### config.mk
export PLATFORM = sky130hd
export DESIGN_NAME = shift_exec_unit
export DESIGN_NICKNAME = d
export VERILOG_FILES = /design/src/rtl/shift_exec_unit.sv
export SDC_FILE = /design/constraint.sdc
export NUM_CORES = 1
export LEC_CHECK = 0
export ABC_AREA = 1
export CAP_MARGIN = 20
export CORE_MARGIN = 4
export CORE_UTILIZATION = 33
export DETAILED_ROUTE_END_ITERATION = 8
export SYNTH_ARGS = -nofsm -noshare
export SYNTH_HDL_FRONTEND = slang
export SYNTH_SLANG_ARGS = --single-unit
### constraint.sdc
create_clock -name clk -period 3.9 [get_ports clk]
set_input_delay 1.17 -clock clk [delete_from_list [all_inputs] [get_ports clk]]
set_output_delay 1.17 -clock clk [all_outputs]
set_load 0.02 [all_outputs]
### src/rtl/shift_exec_unit.sv
// Two-stage pipelined shift execution unit: LSR/LSL/ASR/ROR all map onto one
// funnel right shifter, with tagged results returned under valid/ready backpressure.
module shift_exec_unit #(
  parameter int WIDTH = 64,
  parameter int TAG_W = 6
) (
  input  logic                     clk,
  input  logic                     reset,
  input  logic                     flush,
  input  logic                     in_valid,
  output logic                     in_ready,
  input  logic [1:0]               in_op,
  input  logic [WIDTH-1:0]         in_a,
  input  logic [$clog2(WIDTH)-1:0] in_shamt,
  input  logic [TAG_W-1:0]         in_tag,
  output logic                     out_valid,
  input  logic                     out_ready,
  output logic [WIDTH-1:0]         out_result,
  output logic [TAG_W-1:0]         out_tag
);

  localparam int SW = $clog2(WIDTH);

  typedef enum logic [1:0] {
    OP_LSR = 2'b00,
    OP_LSL = 2'b01,
    OP_ASR = 2'b10,
    OP_ROR = 2'b11
  } shiftOp_e;

  shiftOp_e           r_s1Op;
  logic               r_s1Valid;
  logic [WIDTH-1:0]   r_s1A;
  logic [SW-1:0]      r_s1Shamt;
  logic [TAG_W-1:0]   r_s1Tag;

  logic               r_s2Valid;
  logic [WIDTH-1:0]   r_s2Result;
  logic [TAG_W-1:0]   r_s2Tag;

  logic               w_s2Adv;
  logic               w_s1Adv;
  logic [WIDTH-1:0]   w_preA;
  logic [WIDTH-1:0]   w_fillHi;
  logic [2*WIDTH-1:0] w_funnel;
  logic [WIDTH-1:0]   w_shiftOut;
  logic [WIDTH-1:0]   w_result;

  function automatic logic [WIDTH-1:0] bitRev(input logic [WIDTH-1:0] v);
    logic [WIDTH-1:0] rev;
    for (int i = 0; i < WIDTH; i++) begin
      rev[i] = v[WIDTH-1-i];
    end
    return rev;
  endfunction

  assign w_s2Adv  = !r_s2Valid || out_ready;
  assign w_s1Adv  = !r_s1Valid || w_s2Adv;
  assign in_ready = w_s1Adv && !flush && !reset;

  assign out_valid  = r_s2Valid && !reset;
  assign out_result = r_s2Result;
  assign out_tag    = r_s2Tag;

  // The upper funnel half supplies the bits shifted in from the left:
  // zeros for LSR/LSL, sign copies for ASR, the operand itself for ROR.
  always_comb begin
    w_preA   = r_s1A;
    w_fillHi = '0;
    case (r_s1Op)
      OP_LSL:  w_preA   = bitRev(r_s1A);
      OP_ASR:  w_fillHi = {WIDTH{r_s1A[WIDTH-1]}};
      OP_ROR:  w_fillHi = r_s1A;
      default: w_fillHi = '0;
    endcase
    w_funnel   = {w_fillHi, w_preA};
    w_shiftOut = WIDTH'(w_funnel >> r_s1Shamt);
    w_result   = (r_s1Op == OP_LSL) ? bitRev(w_shiftOut) : w_shiftOut;
  end

  // Reset beats flush, which beats normal advance; data registers only load
  // when their stage advances so outputs stay stable while stalled.
  always_ff @(posedge clk) begin
    if (reset) begin
      r_s1Valid  <= 1'b0;
      r_s1Op     <= OP_LSR;
      r_s1A      <= '0;
      r_s1Shamt  <= '0;
      r_s1Tag    <= '0;
      r_s2Valid  <= 1'b0;
      r_s2Result <= '0;
      r_s2Tag    <= '0;
    end else if (flush) begin
      r_s1Valid <= 1'b0;
      r_s2Valid <= 1'b0;
    end else begin
      if (w_s2Adv) begin
        r_s2Valid <= r_s1Valid;
        if (r_s1Valid) begin
          r_s2Result <= w_result;
          r_s2Tag    <= r_s1Tag;
        end
      end
      if (w_s1Adv) begin
        r_s1Valid <= in_valid;
        if (in_valid) begin
          r_s1Op    <= shiftOp_e'(in_op);
          r_s1A     <= in_a;
          r_s1Shamt <= in_shamt;
          r_s1Tag   <= in_tag;
        end
      end
    end
  end

endmodule

Word-level counts from Yosys, hierarchy flattened
Index checks and enable logic that the tools add are counted.
{"block": "op_classes", "eq_ne": 3, "shifts": 1, "mux": 3, "bitwise": 1, "n_reduce_logical": 12}
{"cell": "64-bit two-way mux", "n": 2}
{"cell": "64-bit one-hot mux with 2 select lines", "n": 1}
{"cell": "128-bit by 6-bit >> shifter with 64-bit output", "n": 1}
{"cell": "3-bit AND reduction", "n": 2}
{"cell": "2-bit == test (second input constant)", "n": 2}
{"cell": "1-bit zero test", "n": 4}
{"cell": "1-bit logical AND", "n": 3}
{"cell": "2-bit by 1-bit == test with 1-bit output (second input constant)", "n": 1}
{"cell": "1-bit logical OR", "n": 2}
{"cell": "2-bit OR reduction", "n": 1}
{"cell": "1-bit NOT", "n": 1}
{"block": "word_totals", "regBits": 150, "in_bits": 83, "elab_cells": 28}

Longest topological paths before layout
{"block": "logic_depth", "word_depth": 5, "depth_mapped": 16}

Least setup slack after synthesis
No wires, ideal clock.
{"block": "synth_timing", "kind": "input-to-output", "startpoint": "input reset", "endpoint": "output in_ready", "t_arrival_ns": 1.959, "t_required_ns": 2.730, "slack_ns": 0.771, "stages": 5, "n_path_buf": 2, "cell_sequence": "inv_1 clkbuf_1 clkbuf_1 nand3_1 inv_1"}
{"block": "synth_between", "elab_chain_len": 2}
{"item": "start, declared", "line_no": "8", "source": "input logic reset,"}
{"item": "1-bit zero test", "line_no": "59", "source": "assign in_ready = w_s1Adv && !flush && !reset;"}
{"item": "1-bit logical AND", "line_no": "59"}
{"item": "end, declared", "line_no": "11", "source": "output logic in_ready,"}
Every way passes these cells.

Worst setup path after layout
{"block": "layout_timing", "startpoint": "input out_ready", "endpoint": "output in_ready"}
{"block": "layout_between", "elab_chain_len": 4}
{"item": "start, declared", "line_no": "17", "source": "input logic out_ready,"}
{"item": "1-bit logical OR", "line_no": "57", "source": "assign w_s2Adv = !r_s2Valid || out_ready;"}
{"item": "1-bit logical OR", "line_no": "58", "source": "assign w_s1Adv = !r_s1Valid || w_s2Adv;"}
{"item": "1-bit logical AND (2 in series)", "line_no": "59"}
Every way passes these cells.

==> impl_results.md <==
* Status: finished, final reports clean
* CP Data Arrival Time at 2.53 ns
* Clock sinks at 150
* CTS buffer count at 17
* Maximum vdd drop at 0.293 mV
* Hold-fix buffers at CTS at 0
* Via Count at 19400
* Critical path class: in -> out
* Post-route ant nets at 0
* Syn. warnings at 0
* Full die area at 47000 um2
* Std-Cell Rows at 76
* Tcrit/Tclk final at 95.0%
* Cell breakdown of the critical path: clkdlybuf4s50_1, nor2_1, nand2_1, nand3_1, inv_1, clkdlybuf4s50_1
* I/O pin count at 155
* Crit path buf inv count at 3
* Largest net degree at the start of global routing at 133
* CP peak stage delay at 0.53 ns
* Final Util at 38.9%
* Startpoint Class: input pin
* Fmax at 0.270 GHz
* Vias/cell at 6.19
* Post-Syn Area at 14400 um2
* GRT Total Usage at 30.6%
* TritonCTS clock tree: done
* Post-DP HPWL at 55500 um
* Worst hold slack at 0.465 ns
* Post-route setup slack at 0.196 ns
* Filler Cell Count at 4777
* Initial antenna violation count at 0
* Layout cell share with drive strength beyond 1 at 3.81%
* Pre-CTS setup slack at 0.194 ns
* CP top delay family: buffers and inverters
* Final wirelength at 74000 um
* Post-synthesis cell type count at 19
* Syn Area/Cell at 5.61 um2
* Max Cap Viol at 0
* Slowest-stage cell, CP: clkdlybuf4s50_1
* Die height at 217 um
* Final Non-Filler Cells at 3130
* Fin. Hold Viols at 0
* Vias in the first global route at 17400
* Ant. Diodes at 0
* Critical Path RT at 2.73 ns
* Pleak at 6.61 nW
* Register bit total from synthesis at 150
* Sequential fraction of the synthesis area at 20.9%
* RSZ-0062 raised after global routing: false
* Die Span X at 217 um
* DP Area at 16100 um2
* First-pass GRT wire length at 111000 um
* Crit path time final at 3.70 ns
* Critical Path Fanout Max at 3
* Placed cell count at 3098
* PostCTS Resize Cnt at 0
* Slew Viols, Final at 0
* Average wire per standard cell at 23.6 um
* Worst Skew at 0.0129 ns
* Deepest clock path buffer count at 2
* Initial Util at 33.4%
* Clock insertion delay at the later pin of the skew report at 0.47 ns
* Fin area at 16800 um2
* Pwr dens at 351 nW/um2
* RD Place Congestion at 1.00
* Worst slew pin tran at 0.807 ns
* Clock-pin slew on the worst setup and hold paths at 0.06 ns
* Post-CTS Setup Bufs at 0
* Area Overhead vs Synth at 16.5%
* DR pass1 iterations at 7
* Mapped Cells at 2566
* DR iter-0 viols at 3241
* Total grt overflow at 0
* DR DRC count at 0
* Slew headroom at 46.2%
* Final-report setup violation count at 0
* CP Capture Type: output port
* Nets at 2615
* R2R setup slack at 0.85 ns
* Most used cell, CP: clkdlybuf4s50_1
* Net count of the mapped netlist at 2649
* Worst min-delay path category: reg -> reg
* CTS root buf: clkbuf_16
* Setup TNS Final at 0 ns
* Number of H-tree levels at 4
* Core area at 43100 um2
* Port Buffer Count at 154
* Total power at 5.89 mW
-- flip-flops by register name, indices dropped and copies added (netlist names) --
register	flops
r_s1Valid	1
r_s1Tag	6
r_s1A	64
out_result	64
r_s1Shamt	6
r_s2Valid	1
r_s1Op	2
out_tag	6
-- cell usage after synthesis, drive strengths merged --
master	n	area [um2]
inv	40	155
a21oi	97	485
buf	129	648
clkbuf	119	447
clkinv	1	3.75
nor3	1	5.00
nand3	1518	7610
nand2	316	1190
o21ai	85	425
nor2	110	415
dfxtp	150	3000
-- tightest hold or removal path, delay by kind of cell, from the launching register on --
| kind | cells | cell delay, ns |
|---|---|---|
| flops | 1 | 0.31 |
| compound gates | 1 | 0.05 |
| simple gates | 1 | 0.06 |
-- power breakdown --
group          switching [mW]  total, mW  internal [mW]  leakage (nW)
combinational            1.70       2.42          0.716          5.07
sequential             0.0993       1.71           1.61          1.23
clock                   0.783       1.77          0.983         0.309
-- layer usage --
layer  wire length (um)  share of wire [%]  global-route usage [%]  up-vias
li1                   -                  -                       -     9100
met1              32400                 44                    43.2     9120
met2              32400                 44                    46.9     1027
met3               5950                8.0                    4.57      139
met4               3250                4.4                    12.0        0
met5                  0                  0                       0        -
-- layout make-up --
class | instances | area, um2 | share of cell area, %
clock inverter | 15 | 199 | 1.19
timing repair buffer | 195 | 2070 | 12.3
clock buffer | 17 | 425 | 2.54
sequential | 150 | 3030 | 18.0
multi-input combinational | 2127 | 10200 | 60.6
inverter | 41 | 163 | 0.970
tap | 585 | 732 | 4.37
-- cells in the final DEF (no fill, tap or decap), types with 17 or more instances in the layout --
cell and n:
inv_1 30, buf_4 23, nand2_1 314, nor2_1 109, dfxtp_1 142, o21ai_0 85
clkbuf_16 17, a21oi_1 97, clkdlybuf4s50_1 153, buf_12 18, nand3_1 1517
-- kinds of logic (layout without fill, tap and decap cells) --
family | count (synthesis) | in the layout | synth area share (%)
AO/OA/AOI/OAI | 182 | 182 | 6.33
buffers and inverters | 289 | 268 | 8.71
flip-flops | 150 | 150 | 20.9
AND/OR/NAND/NOR | 1945 | 1945 | 64.1
-- worst paths after layout --
check                                                 from                          end  depth (start not counted)
worst max-delay path                             out_ready                     in_ready                          6
worst min-delay path            out_result[6]$_SDFFE_PP0P_   out_result[6]$_SDFFE_PP0P_                          2
worst max register to register      r_s1Op[1]$_SDFFE_PP0P_  out_result[23]$_SDFFE_PP0P_                         11
worst min register to register  out_result[6]$_SDFFE_PP0P_   out_result[6]$_SDFFE_PP0P_                          2
Note: power is estimated with default switching activity, not from simulation.
